--- src/rtl/ws_array_feeder.sv ---
// ws_array_feeder: buffers one ROWS-beat weight tile, bursts it gap-free into the weight chain, then streams skewed activations.
// Latency: activation accepted at t reaches column c at t+1+c with WS_FEEDER_SKEW_EN defined (t+1 for all columns otherwise).
// Backpressure: w_ready/a_ready are pure state decodes (COLLECT/STREAM); no combinational path from w_valid/a_valid.
module ws_array_feeder #(
  parameter int WIDTH = 8,
  parameter int ROWS  = 4,
  parameter int COLS  = 4
) (
  input  logic                  clk,
  input  logic                  rst,
  input  logic                  start,
  input  logic                  w_valid,
  output logic                  w_ready,
  input  logic [COLS*WIDTH-1:0] w_data,
  input  logic                  a_valid,
  output logic                  a_ready,
  input  logic [COLS*WIDTH-1:0] a_data,
  input  logic                  a_last,
  output logic                  weight_wen,
  output logic [COLS*WIDTH-1:0] weight_din,
  output logic [COLS*WIDTH-1:0] a_out,
  output logic [COLS-1:0]       a_vld,
  output logic                  busy,
  output logic                  done
);

`ifdef WS_FEEDER_SKEW_EN
  localparam int SKEW_EN = 1;
`else
  localparam int SKEW_EN = 0;
`endif
  // DRAIN flushes the deepest skew column; without skew it is only the done cycle.
  localparam int DRAIN_LEN = SKEW_EN ? COLS - 1 : 0;
  localparam int CNT_MAX   = (ROWS > COLS) ? ROWS : COLS;
  localparam int CW        = $clog2(CNT_MAX + 1);
  localparam int RW        = (ROWS > 1) ? $clog2(ROWS) : 1;

  typedef enum logic [2:0] {
    S_IDLE,
    S_COLLECT,
    S_BURST,
    S_STREAM,
    S_DRAIN
  } state_t;

  state_t                  state_q, state_d;
  logic [CW-1:0]           cnt_q, cnt_d;
  logic [COLS*WIDTH-1:0]   bank [ROWS];
  logic                    a_fire;
  logic [COLS*WIDTH-1:0]   inj_dat;

  // State and shared beat/burst/drain counter.
  always_ff @(posedge clk or posedge rst) begin
    if (rst) begin
      state_q <= S_IDLE;
      cnt_q   <= '0;
    end else begin
      state_q <= state_d;
      cnt_q   <= cnt_d;
    end
  end

  // Next state plus state-decoded outputs; the whole tile is banked before BURST so wen never gaps.
  always_comb begin
    state_d    = state_q;
    cnt_d      = cnt_q;
    w_ready    = 1'b0;
    a_ready    = 1'b0;
    weight_wen = 1'b0;
    weight_din = '0;
    done       = 1'b0;
    busy       = (state_q != S_IDLE);
    case (state_q)
      S_IDLE: begin
        cnt_d = '0;
        if (start) state_d = S_COLLECT;
      end
      S_COLLECT: begin
        w_ready = 1'b1;
        if (w_valid) begin
          if (cnt_q == CW'(ROWS - 1)) begin
            state_d = S_BURST;
            cnt_d   = '0;
          end else begin
            cnt_d = cnt_q + CW'(1);
          end
        end
      end
      S_BURST: begin
        weight_wen = 1'b1;
        weight_din = bank[cnt_q[RW-1:0]];
        if (cnt_q == CW'(ROWS - 1)) begin
          state_d = S_STREAM;
          cnt_d   = '0;
        end else begin
          cnt_d = cnt_q + CW'(1);
        end
      end
      S_STREAM: begin
        a_ready = 1'b1;
        if (a_valid && a_last) begin
          state_d = S_DRAIN;
          cnt_d   = '0;
        end
      end
      S_DRAIN: begin
        if (cnt_q == CW'(DRAIN_LEN)) begin
          done    = 1'b1;
          state_d = S_IDLE;
          cnt_d   = '0;
        end else begin
          cnt_d = cnt_q + CW'(1);
        end
      end
      default: begin
        state_d = S_IDLE;
        cnt_d   = '0;
      end
    endcase
  end

  // Weight bank: host beat k lands in entry k; cleared on reset so a restarted tile never sees stale rows.
  always_ff @(posedge clk or posedge rst) begin
    if (rst) begin
      for (int i = 0; i < ROWS; i++) bank[i] <= '0;
    end else if (state_q == S_COLLECT && w_valid) begin
      bank[cnt_q[RW-1:0]] <= w_data;
    end
  end

  // Idle slots inject zero operands so partial sums pass through unchanged.
  assign a_fire  = a_ready && a_valid;
  assign inj_dat = a_fire ? a_data : '0;

  for (genvar c = 0; c < COLS; c++) begin : g_col
    localparam int DEPTH = SKEW_EN ? c + 1 : 1;
    logic [WIDTH-1:0] d_q [DEPTH];
    logic             v_q [DEPTH];

    // Column c: common output register followed by c skew stages (one stage without skew).
    always_ff @(posedge clk or posedge rst) begin
      if (rst) begin
        for (int i = 0; i < DEPTH; i++) begin
          d_q[i] <= '0;
          v_q[i] <= 1'b0;
        end
      end else begin
        d_q[0] <= inj_dat[c*WIDTH +: WIDTH];
        v_q[0] <= a_fire;
        for (int i = 1; i < DEPTH; i++) begin
          d_q[i] <= d_q[i-1];
          v_q[i] <= v_q[i-1];
        end
      end
    end

    assign a_out[c*WIDTH +: WIDTH] = d_q[DEPTH-1];
    assign a_vld[c]                = v_q[DEPTH-1];
  end

endmodule

--- config.mk ---
export PLATFORM = sky130hd
export DESIGN_NAME = ws_array_feeder
export DESIGN_NICKNAME = d
export VERILOG_FILES = /design/src/rtl/ws_array_feeder.sv
export SDC_FILE = /design/constraint.sdc
export NUM_CORES = 1
export LEC_CHECK = 0
export ABC_AREA = 0
export CELL_PAD_IN_SITES_DETAIL_PLACEMENT = 0
export CELL_PAD_IN_SITES_GLOBAL_PLACEMENT = 1
export CORE_MARGIN = 2
export CORE_UTILIZATION = 43
export DETAILED_ROUTE_END_ITERATION = 12
export GPL_ROUTABILITY_DRIVEN = 1
export HOLD_SLACK_MARGIN = 0.06
export PLACE_DENSITY_LB_ADDON = 0.12
export SLEW_MARGIN = 20
export SYNTH_ARGS = -nofsm -noshare
export SYNTH_HDL_FRONTEND = slang
export SYNTH_SLANG_ARGS = --single-unit
--- constraint.sdc ---
create_clock -name clk -period 7.3 [get_ports clk]
set_input_delay 1.825 -clock clk [delete_from_list [all_inputs] [get_ports clk]]
set_output_delay 1.825 -clock clk [all_outputs]
set_load 0.1 [all_outputs]
======== Yosys cells after proc, flatten, opt, wreduce, memory -nomap -nowiden ========
Cells that the tools add are included.
cells by class
  add/subtract/negate cells ............... 1
  $lt $le $gt $ge ......................... 2
  equal/unequal tests ..................... 11
  mux-type cells .......................... 25
  bitwise gates (word level) .............. 1
  reductions and logical operators ........ 9
operator list
  operator                                                                       count
  32-bit 2-to-1 mux                                                              5
  128-bit bitwise mux                                                            1
  32-bit binary-select mux with 2-bit select                                     1
  32-bit demux with 2-bit select                                                 1
  3-bit 2-to-1 mux                                                               10
  3-bit case mux with 5 select lines                                             1
  2-bit != test (second input constant)                                          6
  3-bit case mux with 4 select lines                                             1
  3-bit by 2-bit equality test with 1-bit output (second input constant)         3
  3-bit logical NOT                                                              2
  6-bit AND reduction                                                            1
  1-bit 2-to-1 mux                                                               5
  1-bit logical AND                                                              4
  3-bit by 1-bit adder with 3-bit output (second input constant)                 1
  3-bit by 1-bit equality test with 1-bit output (second input constant)         1
  3-bit equality test (second input constant)                                    1
  3-bit greater-or-equal comparator (second input constant)                      1
  3-bit by 1-bit less-than comparator with 1-bit output (second input constant)  1
  2-bit inverter with 3-bit output                                               1
  3-bit nonzero test                                                             1
  2-bit AND reduction                                                            1
word-level totals
  flip-flop bits (word level) ............. 167
  input bits .............................. 70
  logic and storage cells ................. 60

======== Depth between registers and ports, before layout ========
  depth in word-level cells ............... 6
  gate-level depth with buffers ........... 9
  depth with buffers taken out ............ 6

======== Worst setup path after synthesis ========
Ideal clock, no wire load.
  path kind ............................... reg-to-output
  start ................................... register cnt_q[0]
  end ..................................... output done
  arrival time ............................ 2.878 ns
  required time ........................... 5.475 ns
  path slack .............................. 2.597 ns
  cell stages (with the launch flop) ...... 8
  cell sequence ........................... dfrtp_1 > buf_4 > buf_4 > buf_2 > inv_1 > ha_1 > nor2b_1 > nor2b_1
between the ends
  longest elaborated chain between the ends .. 3
ends and longest elaborated chain
  element                   RTL line  source
  start: declaration        47        logic [CW-1:0] cnt_q, cnt_d;
  start signal: assignment  59        cnt_q <= cnt_d;
  3-bit logical NOT         107       if (cnt_q == CW'(DRAIN_LEN)) begin
  1-bit 2-to-1 mux          107
  1-bit 2-to-1 mux          73        case (state_q)
  end: declaration          24        output logic done
No other way between the ends.

======== Worst setup path after layout ========
  start ................................... register cnt_q[1]
  end ..................................... output weight_din[17]
between the ends
  longest elaborated chain between the ends .. 5
ends and longest elaborated chain
  element                                                 RTL line  source
  2-bit inverter with 3-bit output (implied by the code)  91        weight_din = bank[cnt_q[RW-1:0]];
  32-bit binary-select mux with 2-bit select              91
  32-bit 2-to-1 mux (implied by the code) (2 in series)   91
  32-bit 2-to-1 mux                                       73
  end: declaration                                        20        output logic [COLS*WIDTH-1:0] weight_din,
No other way between the ends. The select of a mux whose other input is x is not followed.

==> impl_metrics.csv <==
group,metric,value,unit
critical_path,required,5.48,ns
layout,layout_common_cells,"dfrtp_1, clkdlybuf4s50_1, mux2_2, and3_1, and2_1",
timing,tightest_slew,1.04,ns
clocking,cts_tree,"built",
detailed_routing,ant_nets,0,
detailed_routing,wirelength,15.6,mm
synth,yosysSeqAreaShare,0.564,
die,dieArea,18300,µm²
critical_path,critPathLaunch,"cnt_q[1]",
run_status,status,"completed",
worst_hold_path,hold_class,"register to register",
clocking,cts_sinks,167,
worst_hold_path,min-delay-start,"bank[0]",
die,io_pins,143,
layout,final_common_cell,"dfrtp_1",
die,initial_utilization,0.443,
synth,synthCells,477,
detailed_routing,drc,0,
pwr,power_per_cell_area,429,nW/µm²
synth,synthDistinctLibCells,32,
grt,antenna_found_initial,0,
critical_path,worstSetupEndpointType,"primary output",
detailed_routing,vias,4363,
critical_path,crit_arrival,3.37,ns
timing,rsz0062_at_grt,"no",
synth,synth_nets,553,
clocking,htreeDepth,4,
clocking,numCtsBuffers,17,
synth,yosysWarnings,0,
die,die_w,135,µm
synth,syn_avg_cell_area,15.5,µm²
placed_design,dp_hpwl,9.73,mm
pwr,p_leak,4.32,nW
timing,fin_tns_setup,0,ns
timing,report.final.setup_viol,0,
job,cap_viol_max_count,0,
critical_path,reg2reg_from,"state_q[1]",
clocking,cts.hold.buffers_added,0,
layout,layout.nets,680,
layout,syn_to_final_growth,27.9,%
grt,first_global_vias,4632,
detailed_routing,first_iter_violations,213,
critical_path,slowest_delay,0.96,ns
die,core-area,16700,µm²
clocking,clock_path_buffers,2,
critical_path,cp.buffers_inverters,2,
timing,finalCriticalPeriod,5.19,ns
pwr,fin_total_pwr,0.00406,W
clocking,clk_pin_slew,0.06,ns
critical_path,cp_slowest_cell,"clkdlybuf4s50_1",
placed_design,finalWeightedCongestion,0.701,
detailed_routing,post_drt_wl_per_cell,18.7,µm
grt,grt_max_degree,116,
layout,diodes,0,
synth,synth_seq_cells,167,
clocking,postCtsSetupRepairBufs,0,
critical_path,critPathKind,"register to primary output",
detailed_routing,via_per_inst,5.21,
timing,fin_worst_skew,0.00758,ns
synth,netlist_area,7400,µm²
timing,maxSlewViolCount,0,
clocking,cts_resized,0,
die,die_h,135,µm
layout,drive_gt1_frac,0.321,
die,rows,47,
timing,fmax,193,MHz
critical_path,path_cells,"buf_4 > mux4_2 > and3_1 > clkdlybuf4s50_1",
timing,finalHoldViolCount,0,
pwr,vdd_drop_max,193,µV
grt,grt-ovfl-total,0,
clocking,clock_latency,0.42,ns
detailed_routing,dr.pass1.iters,4,
clocking,cts_root_buffer,"clkbuf_16",
grt,grt_pass1_wl,25.3,mm
placed_design,io_buffers,142,
grt,grt.total_usage,0.183,
timing,fin_crit_sh,0.711,
critical_path,critPathTopFamily,"buffers and inverters",
critical_path,setup.worst_path.start_class,"register",
timing,maxSlewHeadroom,0.306,
critical_path,cp_max_fo,23,
cells in the mapped netlist:
master | count | area [µm²]
inv_1 | 5 | 18.8
nand2b_1 | 1 | 6.26
clkbuf_1 | 10 | 37.5
nand2b_4 | 1 | 13.8
ha_1 | 6 | 75.1
and3_1 | 34 | 213
or3_1 | 1 | 6.26
mux2_1 | 12 | 135
o32ai_1 | 1 | 8.76
a22o_1 | 2 | 17.5
nand3_1 | 1 | 5.00
nor2_1 | 3 | 11.3
o21bai_1 | 1 | 7.51
or3b_2 | 1 | 8.76
a311oi_2 | 1 | 15.0
o41ai_1 | 2 | 17.5
dfrtp_1 | 167 | 4180
xnor2_1 | 2 | 17.5
mux2_2 | 116 | 1310
buf_2 | 6 | 30.0
nor2_2 | 1 | 6.26
buf_4 | 9 | 67.6
buf_6 | 13 | 146
o32ai_2 | 1 | 16.3
and4bb_4 | 1 | 16.3
o21ai_0 | 2 | 10.0
o2bb2ai_1 | 1 | 8.76
nor2b_1 | 5 | 31.3
nand2_1 | 3 | 11.3
mux4_2 | 32 | 721
nand2_4 | 3 | 33.8
and2_1 | 33 | 206
per-layer routing:
| layer | GRT usage | share of wire | vias to the layer above | wire (µm) |
|---|---|---|---|---|
| li1 | - | - | 1969 | - |
| met1 | 0.229 | 0.43 | 2267 | 6660 |
| met3 | 0.0722 | 0.074 | 6 | 1160 |
| met4 | 0.0457 | 0.0059 | 0 | 93 |
| met5 | 0 | 0 | - | 0 |
| met2 | 0.300 | 0.49 | 121 | 7720 |
per-stage QoR:
step                      std cells  setup WS [ns]  hold slack (ns)   util  area [µm²]
after detailed placement        805           2.49            0.474  0.531        8860
after global placement          805           2.50            0.464  0.531        8860
after global routing            837           1.94            0.500  0.567        9470
after floorplan                 477          0.957            0.453      -        7400
after CTS                       837           2.02            0.488  0.567        9460
final                           837           2.11            0.484  0.567        9470
power by group:
part	total (W)	internal, W	leakage [nW]	switching, W
sequential	0.00144	0.00123	2.20	0.000216
clock	0.000899	0.000522	0.289	0.000378
combinational	0.00172	0.000704	1.83	0.00101
total	0.00406	0.00245	4.32	0.00161
state kept, by name, summed over array words and instances (netlist names):
register   cells
bank         128
cnt_q          3
g_col.d_q     32
g_col.v_q      1
state_q        3
logic make-up (layout without fill, tap and decap cells):
kind of cell / after synthesis / in the layout / synth area share
adder cells (fa/ha/maj): 6 / 6 / 0.0101
XOR/XNOR: 2 / 2 / 0.00237
AO/OA/AOI/OAI: 11 / 11 / 0.0137
AND/OR/NAND/NOR: 88 / 88 / 0.0769
multiplexers: 160 / 160 / 0.292
flip-flops: 167 / 167 / 0.564
buffers and inverters: 43 / 183 / 0.0406
cell type report:
class	instances	area, µm²
multi-input combinational	267	2930
clock inverter	14	163
inverter	5	26.3
fill	1379	7230
tap	220	275
timing repair buffer	146	1450
clock buffer	18	439
sequential	167	4180
worst reg2reg max path: stages (launching register included):
cell and delay, ns:
dfrtp_1 0.67, buf_4 0.38, nor2_2 0.18, and3_2 0.86, mux2_2 0.43
final timing paths:
kind	to	slack, ns	cells after the start
worst max-delay path	weight_din[17]	2.11	4
worst min-delay path	bank[0]	0.48	1
worst max register to register	bank[5]	4.66	4
worst min register to register	bank[0]	0.48	1
max in group asynchronous	bank[24]	4.13	3
min in group asynchronous	g_col[3].d_q[2]	1.98	2
Note: power is estimated with default switching activity, not from simulation.
